===== src/rtl/decode_stage_if.sv =====
// Decode/execute latch inputs driven by the decode stage.
// master drives the latch; slave is the latch (or a bench) observing it.
interface decode_stage_if;
   logic [31:0] rdat1i;
   logic [31:0] rdat2i;
   logic [31:0] immi;
   logic [31:0] laddri;
   logic        beqi;
   logic        bnei;
   logic        jrsigi;
   logic        pcAddrOuti;
   logic        dRENi;
   logic        dWENi;
   logic        write_sigi;
   logic        reg_wri;
   logic [31:0] wseli;
   logic [3:0]  opi;
   logic        immSigi;
   logic        halti;
   logic        decode_en;

   modport master (
      output rdat1i, rdat2i, immi, laddri, beqi, bnei, jrsigi, pcAddrOuti,
             dRENi, dWENi, write_sigi, reg_wri, wseli, opi, immSigi, halti, decode_en
   );
   modport slave (
      input  rdat1i, rdat2i, immi, laddri, beqi, bnei, jrsigi, pcAddrOuti,
             dRENi, dWENi, write_sigi, reg_wri, wseli, opi, immSigi, halti, decode_en
   );
endinterface


===== src/rtl/decode_stage.sv =====
// MIPS decode stage: register file, instruction decode, load-use stall and sticky halt.
// Stalls never freeze the decode latch; they insert bubbles instead.
module decode_stage #(
   parameter int          NREGS   = 32,
   parameter logic [5:0]  HALT_OP = 6'h3F
) (
   input  logic        CLK,
   input  logic        RST,
   input  logic [31:0] instr_i,
   input  logic [31:0] npc_i,
   input  logic        valid_i,
   input  logic        flush_i,
   input  logic        wb_wen_i,
   input  logic [4:0]  wb_wsel_i,
   input  logic [31:0] wb_wdat_i,
   input  logic        ex_dREN_i,
   input  logic [4:0]  ex_wsel_i,
   decode_stage_if.master dl,
   output logic        stall_o
);
   localparam logic [5:0] OP_R = 6'h00, OP_J = 6'h02, OP_JAL = 6'h03, OP_BEQ = 6'h04,
                          OP_BNE = 6'h05, OP_ADDIU = 6'h09, OP_SLTI = 6'h0A, OP_SLTIU = 6'h0B,
                          OP_ANDI = 6'h0C, OP_ORI = 6'h0D, OP_XORI = 6'h0E, OP_LUI = 6'h0F,
                          OP_LW = 6'h23, OP_SW = 6'h2B;
   localparam logic [5:0] F_SLL = 6'h00, F_SRL = 6'h02, F_JR = 6'h08, F_ADDU = 6'h21,
                          F_SUBU = 6'h23, F_AND = 6'h24, F_OR = 6'h25, F_XOR = 6'h26,
                          F_NOR = 6'h27, F_SLT = 6'h2A, F_SLTU = 6'h2B;
   localparam logic [3:0] ALU_SLL = 4'd0, ALU_SRL = 4'd1, ALU_ADD = 4'd2, ALU_SUB = 4'd3,
                          ALU_AND = 4'd4, ALU_OR = 4'd5, ALU_XOR = 4'd6, ALU_NOR = 4'd7,
                          ALU_SLT = 4'd8, ALU_SLTU = 4'd9;

   logic [31:0] regs_q [NREGS];
   logic        halt_q, halt_d;

   logic [5:0]  opc, funct;
   logic [4:0]  rs, rt, rd, shamt;
   logic [31:0] simm, zimm, rs_val, rt_val;

   assign opc   = instr_i[31:26];
   assign rs    = instr_i[25:21];
   assign rt    = instr_i[20:16];
   assign rd    = instr_i[15:11];
   assign shamt = instr_i[10:6];
   assign funct = instr_i[5:0];
   assign simm  = {{16{instr_i[15]}}, instr_i[15:0]};
   assign zimm  = {16'b0, instr_i[15:0]};

   // Write-through so an instruction reading the register being written back sees the new value.
   assign rs_val = (rs == 5'd0) ? 32'b0 : (wb_wen_i && wb_wsel_i == rs) ? wb_wdat_i : regs_q[rs];
   assign rt_val = (rt == 5'd0) ? 32'b0 : (wb_wen_i && wb_wsel_i == rt) ? wb_wdat_i : regs_q[rt];

   logic [3:0]  c_op;
   logic [31:0] c_imm;
   logic [4:0]  c_wsel;
   logic        c_immsig, c_regw, c_beq, c_bne, c_jr, c_j, c_dren, c_dwen, c_wsig, c_zero_a, c_halt;

   always_comb begin
      c_op = ALU_SLL; c_imm = simm; c_wsel = 5'd0; c_immsig = 1'b0; c_regw = 1'b0;
      c_beq = 1'b0; c_bne = 1'b0; c_jr = 1'b0; c_j = 1'b0; c_dren = 1'b0; c_dwen = 1'b0;
      c_wsig = 1'b0; c_zero_a = 1'b0; c_halt = 1'b0;
      case (opc)
         OP_R: begin
            c_wsel = rd;
            c_regw = 1'b1;
            case (funct)
               F_SLL:   begin c_op = ALU_SLL; c_imm = {27'b0, shamt}; c_immsig = 1'b1; end
               F_SRL:   begin c_op = ALU_SRL; c_imm = {27'b0, shamt}; c_immsig = 1'b1; end
               F_JR:    begin c_jr = 1'b1; c_regw = 1'b0; end
               F_ADDU:  c_op = ALU_ADD;
               F_SUBU:  c_op = ALU_SUB;
               F_AND:   c_op = ALU_AND;
               F_OR:    c_op = ALU_OR;
               F_XOR:   c_op = ALU_XOR;
               F_NOR:   c_op = ALU_NOR;
               F_SLT:   c_op = ALU_SLT;
               F_SLTU:  c_op = ALU_SLTU;
               default: c_regw = 1'b0;
            endcase
         end
         OP_J:     c_j = 1'b1;
         OP_JAL:   begin
            c_j = 1'b1; c_zero_a = 1'b1; c_imm = npc_i; c_immsig = 1'b1;
            c_op = ALU_ADD; c_wsel = 5'd31; c_regw = 1'b1;
         end
         OP_BEQ:   begin c_beq = 1'b1; c_op = ALU_SUB; end
         OP_BNE:   begin c_bne = 1'b1; c_op = ALU_SUB; end
         OP_ADDIU: begin c_op = ALU_ADD;  c_immsig = 1'b1; c_regw = 1'b1; c_wsel = rt; end
         OP_SLTI:  begin c_op = ALU_SLT;  c_immsig = 1'b1; c_regw = 1'b1; c_wsel = rt; end
         OP_SLTIU: begin c_op = ALU_SLTU; c_immsig = 1'b1; c_regw = 1'b1; c_wsel = rt; end
         OP_ANDI:  begin c_op = ALU_AND; c_imm = zimm; c_immsig = 1'b1; c_regw = 1'b1; c_wsel = rt; end
         OP_ORI:   begin c_op = ALU_OR;  c_imm = zimm; c_immsig = 1'b1; c_regw = 1'b1; c_wsel = rt; end
         OP_XORI:  begin c_op = ALU_XOR; c_imm = zimm; c_immsig = 1'b1; c_regw = 1'b1; c_wsel = rt; end
         OP_LUI:   begin
            c_op = ALU_OR; c_imm = {instr_i[15:0], 16'b0}; c_zero_a = 1'b1;
            c_immsig = 1'b1; c_regw = 1'b1; c_wsel = rt;
         end
         OP_LW:    begin
            c_op = ALU_ADD; c_immsig = 1'b1; c_dren = 1'b1; c_wsig = 1'b1;
            c_regw = 1'b1; c_wsel = rt;
         end
         OP_SW:    begin c_op = ALU_ADD; c_immsig = 1'b1; c_dwen = 1'b1; end
         default:  c_halt = (opc == HALT_OP);
      endcase
      if (!c_regw) c_wsel = 5'd0;
   end

   logic rt_src, hazard, live;

   // rt is only read as a source by R-type, branches and stores.
   assign rt_src = (opc == OP_R) || (opc == OP_BEQ) || (opc == OP_BNE) || (opc == OP_SW);
   assign hazard = ex_dREN_i && (ex_wsel_i != 5'd0) &&
                   ((ex_wsel_i == rs) || (rt_src && ex_wsel_i == rt));
   assign live   = !RST && !halt_q && valid_i && !flush_i && !hazard;
   assign halt_d = halt_q || (live && c_halt);

   always_ff @(posedge CLK or posedge RST) begin
      if (RST) begin
         for (int i = 0; i < NREGS; i++) regs_q[i] <= 32'b0;
         halt_q <= 1'b0;
      end else begin
         if (wb_wen_i && wb_wsel_i != 5'd0) regs_q[wb_wsel_i] <= wb_wdat_i;
         halt_q <= halt_d;
      end
   end

   assign dl.rdat1i     = c_zero_a ? 32'b0 : rs_val;
   assign dl.rdat2i     = rt_val;
   assign dl.immi       = RST ? 32'b0 : c_imm;
   assign dl.laddri     = RST ? 32'b0 : {npc_i[31:28], instr_i[25:0], 2'b00};
   assign dl.beqi       = live && c_beq;
   assign dl.bnei       = live && c_bne;
   assign dl.jrsigi     = live && c_jr;
   assign dl.pcAddrOuti = live && c_j;
   assign dl.dRENi      = live && c_dren;
   assign dl.dWENi      = live && c_dwen;
   assign dl.write_sigi = live && c_wsig;
   assign dl.reg_wri    = live && c_regw;
   assign dl.wseli      = live ? {27'b0, c_wsel} : 32'b0;
   assign dl.opi        = live ? c_op : 4'd0;
   assign dl.immSigi    = live && c_immsig;
   assign dl.halti      = !RST && (halt_q || (live && c_halt));
   assign dl.decode_en  = !RST;
   assign stall_o       = !RST && (halt_q || (valid_i && !flush_i && hazard));
endmodule


===== src/flat_wrapper.sv =====
// flat-port wrapper written by rule: the top's interface ports become plain ports
module decode_stage_flat 
#(
   parameter int          NREGS   = 32,
   parameter logic [5:0]  HALT_OP = 6'h3F
)
  (CLK, RST, instr_i, npc_i, valid_i, flush_i, wb_wen_i, wb_wsel_i, wb_wdat_i, ex_dREN_i, ex_wsel_i, stall_o, dl_rdat1i, dl_rdat2i, dl_immi, dl_laddri, dl_beqi, dl_bnei, dl_jrsigi, dl_pcAddrOuti, dl_dRENi, dl_dWENi, dl_write_sigi, dl_reg_wri, dl_wseli, dl_opi, dl_immSigi, dl_halti, dl_decode_en);
  decode_stage_if dl_i ();
  input  logic CLK;
  input  logic RST;
  input  logic [31:0] instr_i;
  input  logic [31:0] npc_i;
  input  logic valid_i;
  input  logic flush_i;
  input  logic wb_wen_i;
  input  logic [4:0] wb_wsel_i;
  input  logic [31:0] wb_wdat_i;
  input  logic ex_dREN_i;
  input  logic [4:0] ex_wsel_i;
  output logic stall_o;
  output wire logic [$bits(dl_i.rdat1i)-1:0] dl_rdat1i;
  output wire logic [$bits(dl_i.rdat2i)-1:0] dl_rdat2i;
  output wire logic [$bits(dl_i.immi)-1:0] dl_immi;
  output wire logic [$bits(dl_i.laddri)-1:0] dl_laddri;
  output wire logic [$bits(dl_i.beqi)-1:0] dl_beqi;
  output wire logic [$bits(dl_i.bnei)-1:0] dl_bnei;
  output wire logic [$bits(dl_i.jrsigi)-1:0] dl_jrsigi;
  output wire logic [$bits(dl_i.pcAddrOuti)-1:0] dl_pcAddrOuti;
  output wire logic [$bits(dl_i.dRENi)-1:0] dl_dRENi;
  output wire logic [$bits(dl_i.dWENi)-1:0] dl_dWENi;
  output wire logic [$bits(dl_i.write_sigi)-1:0] dl_write_sigi;
  output wire logic [$bits(dl_i.reg_wri)-1:0] dl_reg_wri;
  output wire logic [$bits(dl_i.wseli)-1:0] dl_wseli;
  output wire logic [$bits(dl_i.opi)-1:0] dl_opi;
  output wire logic [$bits(dl_i.immSigi)-1:0] dl_immSigi;
  output wire logic [$bits(dl_i.halti)-1:0] dl_halti;
  output wire logic [$bits(dl_i.decode_en)-1:0] dl_decode_en;
  assign dl_rdat1i = dl_i.rdat1i;
  assign dl_rdat2i = dl_i.rdat2i;
  assign dl_immi = dl_i.immi;
  assign dl_laddri = dl_i.laddri;
  assign dl_beqi = dl_i.beqi;
  assign dl_bnei = dl_i.bnei;
  assign dl_jrsigi = dl_i.jrsigi;
  assign dl_pcAddrOuti = dl_i.pcAddrOuti;
  assign dl_dRENi = dl_i.dRENi;
  assign dl_dWENi = dl_i.dWENi;
  assign dl_write_sigi = dl_i.write_sigi;
  assign dl_reg_wri = dl_i.reg_wri;
  assign dl_wseli = dl_i.wseli;
  assign dl_opi = dl_i.opi;
  assign dl_immSigi = dl_i.immSigi;
  assign dl_halti = dl_i.halti;
  assign dl_decode_en = dl_i.decode_en;
  decode_stage #(.NREGS(NREGS), .HALT_OP(HALT_OP)) u_core (.CLK(CLK), .RST(RST), .instr_i(instr_i), .npc_i(npc_i), .valid_i(valid_i), .flush_i(flush_i), .wb_wen_i(wb_wen_i), .wb_wsel_i(wb_wsel_i), .wb_wdat_i(wb_wdat_i), .ex_dREN_i(ex_dREN_i), .ex_wsel_i(ex_wsel_i), .dl(dl_i), .stall_o(stall_o));
endmodule

===== config.mk =====
export PLATFORM = sky130hd
export DESIGN_NAME = decode_stage_flat
export DESIGN_NICKNAME = d
export VERILOG_FILES = /design/src/rtl/decode_stage_if.sv /design/src/rtl/decode_stage.sv /design/src/flat_wrapper.sv
export SDC_FILE = /design/constraint.sdc
export NUM_CORES = 2
export LEC_CHECK = 0
export ABC_CLOCK_PERIOD_IN_PS = 86600
export CAP_MARGIN = 20
export CORE_MARGIN = 1.5
export CORE_UTILIZATION = 60
export DETAILED_ROUTE_END_ITERATION = 7
export PLACE_DENSITY = 0.91
export SYNTH_ARGS = -nofsm -noshare
export SYNTH_HDL_FRONTEND = slang
export SYNTH_SLANG_ARGS = --single-unit

===== constraint.sdc =====
create_clock -name CLK -period 86.6 [get_ports CLK]
set_input_delay 21.65 -clock CLK [delete_from_list [all_inputs] [get_ports CLK]]
set_output_delay 21.65 -clock CLK [all_outputs]
set_load 0.01 [all_outputs]

* Word-level counts from Yosys, hierarchy flattened
Index checks and enable logic that the tools add are counted.
** Storage, ports and cells
- Flip-flop bits (word level) :: 1025
- Input bits :: 112
- Output and inout port bits :: 176
- Logic and storage cells :: 157
** Cells by class
- Magnitude comparators :: 4
- Equality and inequality tests :: 28
- Mux-type cells :: 37
- Bitwise logic cells :: 3
- Reductions and logical operators :: 52
** Operator list (number)
- 1024-bit bitwise mux :: 1
- 32-bit two-way mux :: 13
- 32-bit binary-select mux with 5-bit select :: 2
- 32-bit demux with 5-bit select :: 1
- 32-bit case mux with 4 select lines :: 1
- 6-bit == test (second input constant) :: 11
- 6-bit by 4-bit == test with 1-bit output (second input constant) :: 8
- 4-bit case mux with 9 select lines :: 1
- 4-bit case mux with 8 select lines :: 1
- 1-bit logical AND :: 24
- 5-bit == test :: 4
- 10-bit OR reduction :: 2
- 6-bit by 2-bit == test with 1-bit output (second input constant) :: 3
- 6-bit greater-or-equal comparator (second input constant) :: 3
- 5-bit NOT with 6-bit output :: 3
- 5-bit case mux with 3 select lines :: 1
- 14-bit OR reduction :: 1
- 6-bit by 3-bit == test with 1-bit output (second input constant) :: 2
- 6-bit logical NOT :: 2
- 1-bit two-way mux :: 11
- 5-bit logical NOT :: 2
- 5-bit two-way mux :: 2
- 5-bit nonzero test :: 2
- 2-bit OR reduction :: 5
- 9 further kinds :: 18

* Longest topological paths before layout
- Depth after elaboration :: 12
- Mapped depth :: 11
- Mapped depth without buffers :: 6

* Least setup slack after synthesis
No wires, ideal clock.
- Path type :: input to output
- From :: input RST
- To :: output dl_write_sigi
- Data arrival time :: 46823 ps
- Data required time :: 64950 ps
- Setup slack :: 18127 ps
- Stages :: 7
- Path buffers :: 3
- Path through :: clkbuf_1 > inv_1 > nand3_1 > or3_1 > buf_6 > nor4_1 > buf_4
** On the way
- Cells in the longest elaborated chain, start to end :: 6
** RTL lines
- start: declaration :: RTL line flat_wrapper.sv:10 : input logic RST;
- 1-bit logical NOT
- net dl_decode_en :: RTL line flat_wrapper.sv:37 : output wire logic [$bits(dl_i.decode_en)-1:0] dl_decode_en;
- 1-bit logical AND (4 in series) :: RTL line decode_stage.sv:113 : assign live = !RST && !halt_q && valid_i && !flush_i && !hazard;
- 1-bit logical AND :: RTL line decode_stage.sv:136 : assign dl.write_sigi = live && c_wsig;
- end: declaration :: RTL line flat_wrapper.sv:31 : output wire logic [$bits(dl_i.write_sigi)-1:0] dl_write_sigi;
The timed path passes the listed nets, and every way through them passes these cells.

* Worst setup path after layout
- From :: input instr_i[16]
- To :: output dl_rdat2i[3]
** On the way
- Cells in the longest elaborated chain, start to end :: 6
- Elaborated cells on any way between the ends :: 9
- Those cells by class :: eq/ne: 1; mux: 5; bitwise: 1; reduce/logical: 2
** RTL lines
- start: declaration :: RTL line flat_wrapper.sv:11 : input logic [31:0] instr_i;
- 5-bit NOT with 6-bit output (not written as such) :: RTL line decode_stage.sv:50 : assign rt_val = (rt == 5'd0) ? 32'b0 : (wb_wen_i && wb_wsel_i == rt) ? wb_wdat_i : regs_q[rt];
- 32-bit binary-select mux with 5-bit select :: RTL line decode_stage.sv:50
- 32-bit two-way mux (not written as such) (2 in series) :: RTL line decode_stage.sv:50
- 32-bit two-way mux :: RTL line decode_stage.sv:50
- 32-bit two-way mux (*) :: RTL line decode_stage.sv:50
- end: declaration :: RTL line flat_wrapper.sv:22 : output wire logic [$bits(dl_i.rdat2i)-1:0] dl_rdat2i;
Every way passes the cells marked *; elsewhere a longest branch is shown, timed or not. The select of a mux whose other input is x is not followed.

==> impl_metrics.toml <==
[power_and_ir_drop]
p_leak_nw = 27.8
peakVddDrop_uv = 21.0
p_per_area_nw_per_um2 = 22.3

[critical_path]
r2r_cells = 1
timing.rr.start = "u_core.regs_q[963]"
max_stage_delay_ns = 0.83
r2r-end = "u_core.regs_q[963]"
worstSetupStartpointType = "primary input"
cp_common_cell = "buf_4"
reg2reg_slack_ns = 85.74
crit_chain = "buf_8 -> buf_4 -> buf_4 -> buf_4 -> mux4_2 -> nor2b_1 -> a211oi_1 -> a211oi_1 -> a221o_1 -> clkdlybuf4s50_1"
crit_family = "buffers and inverters"
slowest_stage = "buf_4"
critPathArrivalTime_ns = 26.71
critPathMaxFanout = 55
crit_path_end_kind = "output port"
critPathKind = "in -> out"
critPathBufInv = 5
cp.required_ns = 64.95

[clocking]
numCtsBuffers = 103
post_cts_buffers = 0
cts_tree = "built"
clock_latency_ns = 0.69
cts_resized = 0
clkSinkCount = 1025
cts_root_buffer = "clkbuf_16"
hold_buffers = 0
cts_buffer_depth = 3
cts-htree-levels = 3
cts.clk_slew.worst_paths_ns = 0.06

[floorplanning]
core_area_um2 = 95400
start_util_pct = 60.8
die_y_um = 314
design.die.area_um2 = 98600
die_x_um = 314
io_pins = 288
rows = 113

[route]
drtIter0Drc = 6310
drcViolationCount = 0
wirelength_um = 196000
vias_per_cell = 7.69
antenna_left = 0
routed-via-count = 43362
wl_per_cell_um = 34.8
drtPass1Iterations = 6

[status]
status = "completed"

[yosys]
synth_edf_count = 0
syn_inst = 4280
syn_avg_cell_area_um2 = 13.6
yosysWarningCount = 0
ys_seq_elements = 1025
synth_cell_types = 75
synth_ff_type = "dfrtp_1"
syn-cell-area_um2 = 58000
async_reset_ff_share_pct = 100
yosysSeqAreaShare_pct = 44.2

[global_routing]
use_met3_pct = 15.6
grt_overflow = 0
grt_start_max_net_pins = 177
top_usage_layer = "met2"
use_met1_pct = 47.5
grt_use_met2_pct = 58.4
grt_pass1_wl_um = 289000
antenna_found_initial = 21
first_global_vias = 44721
track_usage_pct = 39.6

[timing]
max_freq_ghz = 0.0207
worstMarginPinSlew_ns = 1.23
min_period_over_period_pct = 55.8
slew_viol_final = 0
layout_min_cycle_time_ns = 48.36
tns_ns = 0
relSlewSlack_pct = 17.9
skew_ns = 0
layout_setup_ws_ns = 38.24
report.final.hold_viol_count = 0
setup_viol = 0
holdWs_ns = 0.400
rsz0062_at_grt = "false"

[min_path]
hold_path_end = "u_core.regs_q[1000]"
hp-start = "u_core.regs_q[1000]"
holdPathStages = 0
holdCritPathClass = "reg -> reg"

[placed_design]
gp_congestion = 0.997
dp_hpwl_um = 113000
io_buffers = 258
post-place-ws_ns = 38.29

[layout]
utilization_pct = 67.4
final_common_cell = "mux2_2"
nets = 4394
layout_common_cells = "1080 x mux2_2, 1025 x dfrtp_1, 340 x mux4_2"
syn2layout_area_growth_pct = 10.9
layout-drive-gt1-share_pct = 41.2

[job]
maxCapViolations = 0
## routing by layer
| layer | routed length [µm] | part of all wire, % |
|---|---|---|
| met4 | 16700 | 8.5 |
| met2 | 86100 | 44 |
| met5 | 160 | 0.081 |
| met1 | 64700 | 33 |
| met3 | 28800 | 15 |
## metrics by stage
step | std cells | power [W] | instance area (µm²)
6_report | 5642 | 0.00144 | 64400
5_1_grt | 5639 | 0.00148 | 64300
4_1_cts | 5626 | 0.00142 | 64200
3_5_place_dp | 5435 | 0.000957 | 60700
3_3_place_gp | 5435 | 0.000934 | 60700
2_1_floorplan | 4308 | 0.000860 | 58100
## worst max-delay path by stage
stage,from,endpoint,slack [ns],cells after the start
after floorplan,RST,dl_write_sigi,18.13,7
after global placement,instr_i[16],dl_rdat2i[3],38.35,10
after detailed placement,instr_i[16],dl_rdat2i[3],38.29,10
after CTS,instr_i[16],dl_rdat2i[3],38.25,10
after global routing,instr_i[16],dl_rdat2i[3],37.96,10
final,instr_i[16],dl_rdat2i[3],38.24,10
## layout make-up
class / instances / area (µm²)
diodes: 9 / 22.5
clock buffers: 150 / 3030
clock inverters: 41 / 485
fillers: 6053 / 31100
inverters: 11 / 48.8
multi-input cells: 2760 / 29900
flip-flops and latches: 1025 / 25600
well taps: 1265 / 1580
repair buffers: 381 / 3650
## cell families (layout without fill, tap and decap cells)
| kind of cell | count (synthesis) | after routing | share of synthesized area [%] |
|---|---|---|---|
| simple gates | 418 | 418 | 3.70 |
| mux | 1732 | 1732 | 39.9 |
| compound gates | 561 | 561 | 7.01 |
| xor+xnor | 20 | 20 | 0.302 |
| flops | 1025 | 1025 | 44.2 |
| other cells | 1 | 38 | 0.00646 |
| buf+inv | 523 | 583 | 4.86 |
## state kept, by name, summed over array words and instances (netlist names)
signal / count
u_core.regs_q: 1024
u_core.halt_q: 1
## where the power goes
| part | internal, W | switching, W | leakage, nW |
|---|---|---|---|
| clock network | 0.000270 | 0.000198 | 1.75 |
| logic | 0.000179 | 0.000144 | 12.9 |
| registers | 0.000570 | 0.0000773 | 13.1 |
## synthesized netlist by cell type, types with 5 or more instances
master | instances | share of area [%]
mux2_2 | 1080 | 21
dfrtp_1 | 1025 | 44
mux4_2 | 340 | 13
mux2i_1 | 299 | 5.2
clkbuf_1 | 222 | 1.4
buf_2 | 115 | 0.99
a21oi_1 | 102 | 0.88
a22oi_1 | 95 | 1.2
nor2_1 | 92 | 0.60
nand2_1 | 85 | 0.55
nor2b_1 | 84 | 0.91
a211oi_1 | 75 | 0.97
o21ai_0 | 72 | 0.62
buf_4 | 71 | 0.92
buf_1 | 54 | 0.35
a221o_1 | 53 | 0.91
nor3_1 | 44 | 0.38
o22ai_1 | 37 | 0.40
buf_6 | 35 | 0.68
a221oi_1 | 28 | 0.42
nand3_1 | 23 | 0.20
nand2b_1 | 15 | 0.16
nor4_1 | 15 | 0.16
a22o_1 | 14 | 0.21
a2111oi_0 | 13 | 0.20
mux4_1 | 13 | 0.59
xor2_1 | 12 | 0.18
a221oi_2 | 11 | 0.28
inv_1 | 11 | 0.071
nor3b_1 | 11 | 0.14
buf_8 | 9 | 0.23
and3_1 | 8 | 0.086
xnor2_1 | 8 | 0.12
o221ai_1 | 7 | 0.11
or2_2 | 7 | 0.075
a31oi_1 | 5 | 0.054
and2_1 | 5 | 0.054
buf_12 | 5 | 0.17
o21ai_1 | 5 | 0.043
o311ai_0 | 5 | 0.075
No activity file was read; power rests on OpenSTA's default activity.
